$ cat src/rtl/div_sequencer.sv
// RV32M DIV/DIVU/REM/REMU sequencer driving a shared ALU, one restoring step per cycle.
// Latency: 1 cycle to done for div-by-zero/overflow, else 34; start is ignored (not queued) while busy or done.
module div_sequencer #(
    parameter int XLEN  = 32,
    parameter int CNT_W = 5
) (
    input  logic            i_clk,
    input  logic            i_reset,
    input  logic            i_start,
    input  logic            i_flush,
    input  logic [1:0]      i_op,
    input  logic [XLEN-1:0] i_dividend,
    input  logic [XLEN-1:0] i_divisor,
    output logic [XLEN-1:0] o_alu_a,
    output logic [XLEN-1:0] o_alu_b,
    output logic [4:0]      o_alu_control,
    input  logic [XLEN-1:0] i_alu_result,
    output logic            o_busy,
    output logic            o_done,
    output logic [XLEN-1:0] o_result
);
    typedef enum logic [1:0] {S_IDLE, S_ITER, S_FIX, S_DONE} state_t;

    localparam logic [4:0] ALU_SUB = 5'b00001;
    localparam logic [4:0] ALU_NOP = 5'b00000;

    state_t            r_state;
    state_t            w_state_nxt;
    logic              r_op_rem;
    logic              r_q_neg;
    logic              r_r_neg;
    logic [XLEN-1:0]   r_rem;
    logic [XLEN-1:0]   r_quo;
    logic [XLEN-1:0]   r_div;
    logic [CNT_W-1:0]  r_cnt;
    logic [XLEN-1:0]   r_result;

    logic              w_signed;
    logic              w_dvd_neg;
    logic              w_dvs_neg;
    logic [XLEN-1:0]   w_abs_dvd;
    logic [XLEN-1:0]   w_abs_dvs;
    logic              w_div0;
    logic              w_ovf;
    logic              w_special;
    logic [XLEN-1:0]   w_special_res;
    logic [XLEN-1:0]   w_shift;
    logic              w_borrow;
    logic              w_ge;
    logic [XLEN-1:0]   w_fix_res;

    assign w_signed  = ~i_op[0];
    assign w_dvd_neg = w_signed & i_dividend[XLEN-1];
    assign w_dvs_neg = w_signed & i_divisor[XLEN-1];
    assign w_abs_dvd = w_dvd_neg ? (~i_dividend + 1'b1) : i_dividend;
    assign w_abs_dvs = w_dvs_neg ? (~i_divisor + 1'b1) : i_divisor;
    assign w_div0    = (i_divisor == '0);
    assign w_ovf     = w_signed & (i_dividend == {1'b1, {(XLEN-1){1'b0}}}) & (&i_divisor);
    assign w_special = w_div0 | w_ovf;
    // Overflow DIV returns the dividend itself (0x80000000), overflow REM returns 0.
    assign w_special_res = w_div0 ? (i_op[1] ? i_dividend : '1)
                                  : (i_op[1] ? '0 : i_dividend);

    assign w_shift  = {r_rem[XLEN-2:0], r_quo[XLEN-1]};
    assign w_borrow = (~w_shift[XLEN-1] & r_div[XLEN-1])
                    | (~(w_shift[XLEN-1] ^ r_div[XLEN-1]) & i_alu_result[XLEN-1]);
    // rem[MSB] is the bit shifted out of w_shift: the true partial remainder exceeds the divisor.
    assign w_ge     = r_rem[XLEN-1] | ~w_borrow;

    assign w_fix_res = r_op_rem ? (r_r_neg ? (~r_rem + 1'b1) : r_rem)
                                : (r_q_neg ? (~r_quo + 1'b1) : r_quo);

    assign o_result = r_result;

    always_ff @(posedge i_clk) begin
        if (i_reset) begin
            r_state <= S_IDLE;
        end else begin
            r_state <= w_state_nxt;
        end
    end

    always_comb begin
        w_state_nxt   = r_state;
        o_busy        = 1'b0;
        o_done        = 1'b0;
        o_alu_a       = '0;
        o_alu_b       = '0;
        o_alu_control = ALU_NOP;
        case (r_state)
            S_IDLE: begin
                if (i_start) begin
                    w_state_nxt = w_special ? S_DONE : S_ITER;
                end
            end
            S_ITER: begin
                o_busy        = 1'b1;
                o_alu_a       = w_shift;
                o_alu_b       = r_div;
                o_alu_control = ALU_SUB;
                if (i_flush) begin
                    w_state_nxt = S_IDLE;
                end else if (r_cnt == {CNT_W{1'b1}}) begin
                    w_state_nxt = S_FIX;
                end
            end
            S_FIX: begin
                o_busy      = 1'b1;
                w_state_nxt = i_flush ? S_IDLE : S_DONE;
            end
            S_DONE: begin
                o_done      = 1'b1;
                w_state_nxt = S_IDLE;
            end
            default: w_state_nxt = S_IDLE;
        endcase
    end

    always_ff @(posedge i_clk) begin
        if (i_reset) begin
            r_op_rem <= 1'b0;
            r_q_neg  <= 1'b0;
            r_r_neg  <= 1'b0;
            r_rem    <= '0;
            r_quo    <= '0;
            r_div    <= '0;
            r_cnt    <= '0;
            r_result <= '0;
        end else begin
            case (r_state)
                S_IDLE: begin
                    if (i_start) begin
                        r_op_rem <= i_op[1];
                        r_q_neg  <= w_dvd_neg ^ w_dvs_neg;
                        r_r_neg  <= w_dvd_neg;
                        r_div    <= w_abs_dvs;
                        r_rem    <= '0;
                        r_quo    <= w_abs_dvd;
                        r_cnt    <= '0;
                        if (w_special) begin
                            r_result <= w_special_res;
                        end
                    end
                end
                S_ITER: begin
                    if (!i_flush) begin
                        r_rem <= w_ge ? i_alu_result : w_shift;
                        r_quo <= {r_quo[XLEN-2:0], w_ge};
                        r_cnt <= r_cnt + 1'b1;
                    end
                end
                S_FIX: begin
                    if (!i_flush) begin
                        r_result <= w_fix_res;
                    end
                end
                default: ;
            endcase
        end
    end
endmodule
$ cat config.mk
export PLATFORM = sky130hd
export DESIGN_NAME = div_sequencer
export DESIGN_NICKNAME = d
export VERILOG_FILES = /design/src/rtl/div_sequencer.sv
export SDC_FILE = /design/constraint.sdc
export NUM_CORES = 1
export LEC_CHECK = 0
export ABC_CLOCK_PERIOD_IN_PS = 4200
export BUFFER_PORTS_ARGS = -buffer_cell sky130_fd_sc_hd__buf_2
export CAP_MARGIN = 20
export CELL_PAD_IN_SITES_DETAIL_PLACEMENT = 2
export CELL_PAD_IN_SITES_GLOBAL_PLACEMENT = 2
export CORE_MARGIN = 2
export CORE_UTILIZATION = 31
export DETAILED_ROUTE_END_ITERATION = 10
export PLACE_DENSITY = 0.87
export SYNTH_ARGS = -nofsm -noshare
export SYNTH_HDL_FRONTEND = slang
export SYNTH_SLANG_ARGS = --single-unit
$ cat constraint.sdc
create_clock -name i_clk -period 4.2 [get_ports i_clk]
set_clock_uncertainty 0.15 [all_clocks]
set_input_delay 0.63 -clock i_clk [delete_from_list [all_inputs] [get_ports i_clk]]
set_output_delay 0.63 -clock i_clk [all_outputs]
set_load 0.01 [all_outputs]
Word-level counts from Yosys, hierarchy flattened
Index checks and enable logic that the tools add are counted.
{"block": "totals", "output_inout_bits": 103, "register_bits": 138}
{"block": "op_classes", "n_eq_ne": 10, "bitwise": 19, "muxes": 33, "reduce_logical": 10, "addsub": 5}
{"operator": "32-bit two-way mux", "count": 18}
{"operator": "32-bit one-hot mux with 2 select lines", "count": 3}
{"operator": "32-bit by 1-bit adder with 32-bit output (second input constant)", "count": 4}
{"operator": "32-bit NOT", "count": 4}
{"operator": "32-bit equality test (second input constant)", "count": 1}
{"operator": "32-bit zero test", "count": 1}
{"operator": "32-bit AND reduction", "count": 1}
{"operator": "2-bit two-way mux", "count": 5}
{"operator": "5-bit two-way mux", "count": 2}
{"operator": "5-bit one-hot mux with 2 select lines", "count": 1}
{"operator": "2-bit != test (second input constant)", "count": 4}
{"operator": "2-bit one-hot mux with 4 select lines", "count": 1}
{"operator": "1-bit AND", "count": 6}
{"operator": "5-bit by 1-bit adder with 5-bit output (second input constant)", "count": 1}
{"operator": "5-bit equality test (second input constant)", "count": 1}
{"operator": "2-bit equality test (second input constant)", "count": 2}
{"operator": "1-bit NOT", "count": 4}
{"operator": "2-bit AND reduction", "count": 2}
{"operator": "4-bit AND reduction", "count": 1}
{"operator": "2-bit nonzero test", "count": 2}
{"operator": "1-bit two-way mux", "count": 3}
{"operator": "3-bit != test (second input constant)", "count": 1}
{"operator": "1-bit OR", "count": 3}
{"operator": "3-bit AND reduction", "count": 1}
{"operator": "other kinds (4)", "count": 5}

Logic depth before layout (Yosys ltp)
Gate-level depths: netlist of run 1.
{"block": "logic_depth", "depth_word": 9, "depth_mapped": 12, "depth_no_buf": 9}

Worst setup path before layout of run 1
OpenSTA, ideal clock, no wires.
{"block": "synth_path", "kind": "input-to-reg", "from": "input port i_divisor[0]", "to": "register r_result[26] (netlist: o_result[26])", "setup_time_ps": 132, "stages": 12, "path_buffers": 3, "arrival_ps": 2889, "slack_ps": 1029, "path_cell_list": "inv_1 -> ha_1 -> or3b_1 -> or4_1 -> clkbuf_1 -> nand4b_4 -> o211a_1 -> or2_1 -> buf_2 -> clkbuf_1 -> a211oi_1 -> nor3_1"}
{"block": "synth_between", "elab_chain_len": 5, "word_cells_on_any_way": 10}
{"element": "start, declared", "line_no": "13", "rtl": "input logic [XLEN-1:0] i_divisor,"}
{"element": "32-bit AND reduction / 32-bit zero test (equally long branches)", "line_no": "58, 57"}
{"element": "1-bit AND / 32-bit two-way mux (equally long branches)", "line_no": "58, 61"}
{"element": "1-bit OR / 32-bit two-way mux (equally long branches)", "line_no": "59, 140"}
{"element": "2-bit != test (no line) / 32-bit two-way mux (equally long branches)"}
{"element": "4-bit AND reduction (no line) / 32-bit one-hot mux with 2 select lines (equally long branches)"}
{"element": "end signal, assigned", "line_no": "141", "rtl": "r_result <= w_special_res;"}
{"element": "end signal, assigned", "line_no": "154", "rtl": "r_result <= w_fix_res;"}
{"element": "end, declared", "line_no": "36", "rtl": "logic [XLEN-1:0] r_result;"}
Parallel ways exist; a longest one is shown, timed or not. The select of a mux whose other input is x is not followed.
A chain may end at the register's enable or synchronous reset.

Worst setup path in the final report of run 1
{"block": "layout_path", "from": "register r_rem[0]", "to": "register r_result[14] (netlist: o_result[14])"}
{"block": "layout_between", "elab_chain_len": 6}
{"element": "start, declared", "line_no": "32", "rtl": "logic [XLEN-1:0] r_rem;"}
{"element": "start signal, assigned", "line_no": "147", "rtl": "r_rem <= w_ge ? i_alu_result : w_shift;"}
{"element": "32-bit NOT", "line_no": "70", "rtl": "assign w_fix_res = r_op_rem ? (r_r_neg ? (~r_rem + 1'b1) : r_rem)"}
{"element": "32-bit by 1-bit adder with 32-bit output", "line_no": "70"}
{"element": "32-bit two-way mux (2 in a row)", "line_no": "70"}
{"element": "32-bit two-way mux", "line_no": "153", "rtl": "if (!i_flush) begin"}
{"element": "32-bit one-hot mux with 2 select lines", "line_no": "130", "rtl": "case (r_state)"}
No other way between the ends. The select of a mux whose other input is x is not followed.

==> results of run 1 <==
[sequential cells by signal, summed over array words and instances, names as in the netlist]
| register | count |
|---|---|
| r_cnt | 5 |
| r_quo | 32 |
| r_q_neg | 1 |
| o_result | 32 |
| r_state | 2 |
| r_r_neg | 1 |
| r_div | 32 |
| r_op_rem | 1 |
| r_rem | 32 |
[how the worst max path moves through the flow]
| stage | from | to | slack (ns) |
|---|---|---|---|
| detailed placement | i_divisor[0] | o_result[12]$_SDFFE_PP0P_ | 0.35 |
| floorplan | i_divisor[0] | o_result[26]$_SDFFE_PP0P_ | 1.03 |
| global placement | i_divisor[0] | o_result[12]$_SDFFE_PP0P_ | 0.42 |
| global route | i_divisor[0] | o_result[12]$_SDFFE_PP0P_ | 0.65 |
| CTS | i_divisor[0] | o_result[12]$_SDFFE_PP0P_ | 0.82 |
| finish | r_rem[0]$_SDFFE_PP0P_ | o_result[14]$_SDFFE_PP0P_ | 0.78 |
[per-layer routing]
layer	wire (um)	share of wire, %	vias up	global-route usage, %
li1	-	-	4931	-
met1	19400	43	5558	33.5
met2	21600	48	321	44.5
met3	2190	4.9	89	4.76
met4	1580	3.5	2	12.3
met5	12	0.027	-	0
[per-stage QoR]
step / cell area (um2) / worst slack (ns)
after floorplan: 9720 / 1.03
after global placement: 11000 / 0.424
after detailed placement: 11000 / 0.354
after CTS: 11600 / 0.817
after global routing: 11700 / 0.652
final: 11700 / 0.782
[layout make-up]
| class | count | area [um2] | area share, % |
|---|---|---|---|
| Antenna cell | 6 | 15.0 | 0.129 |
| Clock buffer | 20 | 447 | 3.83 |
| Timing Repair Buffer | 232 | 1300 | 11.2 |
| Tap cell | 396 | 495 | 4.24 |
| Multi-Input combinational cell | 1043 | 6450 | 55.2 |
| Inverter | 21 | 78.8 | 0.675 |
| Clock inverter | 11 | 124 | 1.06 |
| Sequential cell | 138 | 2760 | 23.7 |
[placed cells by master, fill, tap and decap left out, types with 18 or more instances in the layout]
cell type and instances:
buf_2 199, a211oi_1 51, or3_1 22, and2_1 63
o31ai_1 33, o21ai_0 54, nor2_1 131, buf_4 29
or4_1 18, maj3_1 21, xnor2_1 49, o41ai_1 19
dfxtp_1 138, o211ai_1 19, nand2_1 174, nor3_1 25
xor2_1 63, inv_1 20, a21oi_1 133
[kinds of logic (layout without fill, tap and decap cells)]
logic type | after synthesis | after routing | synth area share [%]
AO/OA/AOI/OAI | 367 | 367 | 24.6
XOR/XNOR | 112 | 112 | 10.1
AND/OR/NAND/NOR | 517 | 517 | 26.4
other | 1 | 10 | 0.0386
adder cells (fa/ha/maj) | 34 | 34 | 3.84
multiplexers | 9 | 9 | 0.928
buffers and inverters | 129 | 284 | 5.63
flip-flops | 138 | 138 | 28.5
[worst max-delay path: stages, from the launching register on]
cell	delay, ns
dfxtp_1	0.42
inv_1	0.12
ha_1	0.18
or3b_2	0.52
or2_1	0.42
o41ai_1	0.51
xor2_1	0.33
mux2i_1	0.21
a211oi_1	0.33
nor3_1	0.10
[power groups by stage]
stage / sequential [W] / combinational, W / clock (W)
CTS: 0.00185 / 0.00241 / 0.00155
finish: 0.00186 / 0.00247 / 0.00153
global placement: 0.00185 / 0.00224 / 0
detailed placement: 0.00187 / 0.00234 / 0
global route: 0.00188 / 0.00267 / 0.00161
floorplan: 0.00179 / 0.00154 / 0
==> flow_metrics.env, run 1 <==
export IMPL_cts_tree="done"
export IMPL_cts_htree_levels=4
export IMPL_syn_mean_instance_area_um2=7.43
export IMPL_kind_of_end_point_of_the_critical_path="flop"
export IMPL_place_detailed_hpwl_mm=31.3
export IMPL_die_h_um=181
export IMPL_grt_ovfl_total=0
export IMPL_max_slew_margin_pct=34.7
export IMPL_routabilityCongestion=0.842
export IMPL_drive_gt1_share_pct=20.2
export IMPL_nets=1568
export IMPL_antenna_found_initial=7
export IMPL_crit_path_start_kind="flop"
export IMPL_final_cells=1867
export IMPL_cp_required_ns=4.36
export IMPL_synth_async_reset_ratio_pct=0
export IMPL_cellPowerDensity_nw_per_um2=502
export IMPL_num_io_pins=205
export IMPL_worst_slew_pin_slew_ns=0.980
export IMPL_worst_setup_hold_path_clk_slew_ns=0.07
export IMPL_synth_seq_area_share_pct=28.5
export IMPL_netlist_top_cells_area="dfxtp_1, a21oi_1, nand2_1"
export IMPL_synth_edff_count=0
export IMPL_root_buffer="clkbuf_16"
export IMPL_critical_path_arrival_ns=3.58
export IMPL_synth_top_area_cell="dfxtp_1"
export IMPL_number_of_gates_resized_after_cts=0
export IMPL_worst_skew_pair_late_latency_ns=0.44
export IMPL_period_share_pct=81.4
export IMPL_leakage_nw=4.53
export IMPL_yosys_register_bits=138
export IMPL_dieWidth_um=181
export IMPL_tritoncts_buffers=17
export IMPL_filler_cell_count=3658
export IMPL_startpoint_of_the_worst_slack_reg_to_reg_timing_path="r_rem[0]$_SDFFE_PP0P_"
export IMPL_setup_violations=0
export IMPL_synth_cell_type_count=69
export IMPL_number_of_global_route_vias_before_repair=11600
export IMPL_floorplan_initialDensity_pct=31.6
export IMPL_min_delay_path_depth=2
export IMPL_yosysTopAreaCellShare_pct=28.5
export IMPL_post_synth_instance_area_um2=9710
export IMPL_pwr_share_clk_pct=26.1
export IMPL_hold_path_class="flop to flop"
export IMPL_finalWorstPathRequiredPeriod_ns=3.42
export IMPL_p_seq_share_pct=31.7
export IMPL_area_growth_syn_to_layout_pct=20.2
export IMPL_core_region_area_um2=30700
export IMPL_maxSlewViolCount=0
export IMPL_setup_total_negative_slack_ns=0
export IMPL_drt_iter0_markers=744
export IMPL_yosys_top_cells_count="nand2_1, dfxtp_1, nor2_1"
export IMPL_reg2reg_to="o_result[14]$_SDFFE_PP0P_"
export IMPL_die_area_um2=32800
export IMPL_via_count=10900
export IMPL_drc=0
export IMPL_place_detailed_instances=1827
export IMPL_regToRegSetupSlack_ns=0.78
export IMPL_setup_repair_after_global_routing_missed_its_margin="no"
export IMPL_grt_max_degree=99
export IMPL_whs_endpoint="o_result[12]$_SDFFE_PP0P_"
export IMPL_timing_worst_setup_path_type="flop to flop"
export IMPL_drtAntennaViolNets=0
export IMPL_final_util_pct=38.0
export IMPL_avgRoutedWirePerCell_um=24.0
export IMPL_clock_sink_count=138
export IMPL_fmax_ghz=0.293
export IMPL_total_switching_power_w=0.00258
export IMPL_ir_drop_uv=323
export IMPL_grt_pass1_wl_mm=68.5
export IMPL_status="finished clean"
export IMPL_timing_hold_violations_final=0
export IMPL_max_cap_violations=0
export IMPL_synth_most_common_cell="nand2_1"
export IMPL_row_count=64
export IMPL_detail_route_first_pass_iterations=5
export IMPL_critical_path_max_fanout=10
export IMPL_reg2regPathDepth=9
export IMPL_power_share_combinational_pct=42.2
export IMPL_cellInternalPower_w=0.00328
export IMPL_place_port_buffers=200
export IMPL_grt_usage_pct=26.7
export IMPL_clock_tree_buffer_depth=2
export IMPL_design_power_total_w=0.00586
export IMPL_holdWs_ns=0.314
export IMPL_min_delay_start="o_result[12]$_SDFFE_PP0P_"
export IMPL_drt_total_wl_mm=44.7
export IMPL_cts_hold_repair_buffers=0
export IMPL_switching_share_pct=44.0
export IMPL_setup_fix_bufs_post_cts=0
export IMPL_synth_cells=1307
export IMPL_ys_warnings_count=0
export IMPL_routed_via_density=5.84
export IMPL_ys_flop_type="dfxtp_1"
No activity file was read; power rests on OpenSTA's default activity.
==> run 2, diff against run 1 <==
ABC_CLOCK_PERIOD_IN_PS = 3100   (was 4200)
CORE_UTILIZATION = 28   (was 31)
PLACE_DENSITY = 0.84   (was 0.87)
clock period = 3.1 ns   (was 4.2 ns; I/O delays follow)
==> flow_metrics.env, run 2 (synthesis results as in run 1) <==
export IMPL_setup_fix_bufs_post_cts=0
export IMPL_tritoncts_buffers=17
export IMPL_clock_tree_buffer_depth=2
export IMPL_floorplan_initialDensity_pct=28.2
export IMPL_reg2reg_to="o_result[14]$_SDFFE_PP0P_"
export IMPL_period_share_pct=98.0
export IMPL_number_of_global_route_vias_before_repair=11800
export IMPL_cp_required_ns=3.29
export IMPL_row_count=68
export IMPL_regToRegSetupSlack_ns=0.06
export IMPL_design_power_total_w=0.00830
export IMPL_timing_hold_violations_final=0
export IMPL_startpoint_of_the_worst_slack_reg_to_reg_timing_path="r_quo[0]$_SDFFE_PP0P_"
export IMPL_worst_slew_pin_slew_ns=1.04
export IMPL_num_io_pins=205
export IMPL_detail_route_first_pass_iterations=5
export IMPL_leakage_nw=4.92
export IMPL_final_cell_mix="buf_2, nand2_1, dfxtp_1"
export IMPL_avgRoutedWirePerCell_um=22.8
export IMPL_drc=0
export IMPL_grt_max_degree=95
export IMPL_place_port_buffers=200
export IMPL_hold_path_class="input port to flop"
export IMPL_setup_repair_after_global_routing_missed_its_margin="yes"
export IMPL_status="finished clean"
export IMPL_kind_of_end_point_of_the_critical_path="flop"
export IMPL_finalWorstPathRequiredPeriod_ns=3.04
export IMPL_max_cap_violations=0
export IMPL_maxSlewViolCount=0
export IMPL_drtAntennaViolNets=0
export IMPL_routabilityCongestion=0.894
export IMPL_root_buffer="clkbuf_16"
export IMPL_drive_gt1_share_pct=24.8
export IMPL_postLayoutSetupSlackWorst_ns=0.0635
export IMPL_routed_via_density=5.52
export IMPL_cellPowerDensity_nw_per_um2=670
export IMPL_filler_cell_count=4058
export IMPL_mostFrequentLayoutCell="buf_2"
export IMPL_die_h_um=190
export IMPL_clock_sink_count=138
export IMPL_reg2regPathDepth=10
export IMPL_fmax_ghz=0.329
export IMPL_dieWidth_um=190
export IMPL_grt_usage_pct=24.6
export IMPL_critical_path_max_fanout=9
export IMPL_min_delay_start="i_divisor[21]"
export IMPL_setup_violations=0
export IMPL_critical_path_arrival_ns=3.23
export IMPL_area_growth_syn_to_layout_pct=27.6
export IMPL_max_slew_margin_pct=30.3
export IMPL_cts_tree="done"
export IMPL_place_detailed_instances=1956
export IMPL_dp_worst_setup_slack_ns=-0.324
export IMPL_crit_path_start_kind="flop"
export IMPL_via_count=11000
export IMPL_min_delay_path_depth=3
export IMPL_grt_ovfl_total=0
export IMPL_grt_pass1_wl_mm=68.8
export IMPL_core_region_area_um2=34400
export IMPL_drt_total_wl_mm=45.3
export IMPL_final_cells=1991
export IMPL_antenna_found_initial=1
export IMPL_cts_hold_repair_buffers=0
export IMPL_timing_worst_setup_path_type="flop to flop"
export IMPL_place_detailed_hpwl_mm=32.3
export IMPL_ir_drop_uv=477
export IMPL_cts_htree_levels=4
export IMPL_worst_skew_pair_late_latency_ns=0.45
export IMPL_die_area_um2=36200
export IMPL_drt_iter0_markers=612
export IMPL_worst_setup_hold_path_clk_slew_ns=0.07
export IMPL_whs_endpoint="r_div[21]$_SDFFE_PP0P_"
export IMPL_nets=1637
[run 2: cell types whose count changed in the layout (fill, tap and decap cells not counted), sizes merged]
cell | before | now
buf | 232 | 300
bufinv | 2 | 3
inv | 20 | 22
diode | 6 | 1
nor2 | 134 | 135
clkinv | 7 | 6
clkbuf | 20 | 19
[run 2: worst max-delay path, stage by stage, from the launching register on]
cell and delay [ns]:
dfxtp_1 0.37, inv_1 0.09, ha_1 0.17, or3b_1 0.41
or3_4 0.44, buf_4 0.20, o41a_2 0.38, xnor2_1 0.14
mux2i_1 0.19, a211oi_1 0.10, nor3_1 0.29
[run 2: worst max-delay path by stage]
| stage | to | slack (ns) | from | cells after the start |
|---|---|---|---|---|
| 2_1_floorplan | o_result[26]$_SDFFE_PP0P_ | 0.09 | i_divisor[0] | 12 |
| 3_3_place_gp | o_result[19]$_SDFFE_PP0P_ | -0.18 | i_divisor[0] | 11 |
| 3_5_place_dp | o_result[19]$_SDFFE_PP0P_ | -0.32 | i_divisor[0] | 11 |
| 4_1_cts | o_result[30]$_SDFFE_PP0P_ | 0.01 | r_rem[1]$_SDFFE_PP0P_ | 9 |
| 5_1_grt | o_result[30]$_SDFFE_PP0P_ | -0.01 | r_rem[1]$_SDFFE_PP0P_ | 9 |
| 6_report | o_result[14]$_SDFFE_PP0P_ | 0.06 | r_quo[0]$_SDFFE_PP0P_ | 10 |
[run 2: layout make-up]
class / count / area, um2 / area share (%)
Antenna cell: 1 / 2.50 / 0.0202
Clock buffer: 19 / 433 / 3.49
Multi-Input combinational cell: 1044 / 6530 / 52.7
Inverter: 21 / 78.8 / 0.636
Timing Repair Buffer: 300 / 1840 / 14.9
Tap cell: 455 / 569 / 4.60
Clock inverter: 13 / 170 / 1.37
Sequential cell: 138 / 2760 / 22.3
[run 2: report_power, final]
group          switching (W)  leakage [nW]  internal [W]  total (W)
sequential          0.000357          1.13       0.00212    0.00247
combinational        0.00235          3.51       0.00128    0.00363
clock               0.000918         0.284       0.00127    0.00219
[run 2: layer usage]
metal / track usage [%] / vias up / share of wire, %
met3: 5.56 / 73 / 5.6
met4: 8.74 / 0 / 2.7
met1: 30.2 / 5514 / 43
met2: 42.2 / 333 / 48
met5: 0 / - / 0
li1: - / 5063 / -
[run 2: repair_timing]
item	in CTS	in global routing
resized for setup	3	13
cloned	0	1
pin swaps	1	4
endpoints found under the setup margin	39	13
[run 2: stage by stage]
stage	TNS (ns)	hold slack (ns)	cell area [um2]	util [%]
floorplan	0	0.282	9720	-
global placement	-3.28	0.292	11700	33.9
detailed placement	-6.93	0.301	11700	33.9
CTS	0	0.214	12300	35.7
global route	-0.0287	0.246	12400	36.0
finish	0	0.222	12400	36.0
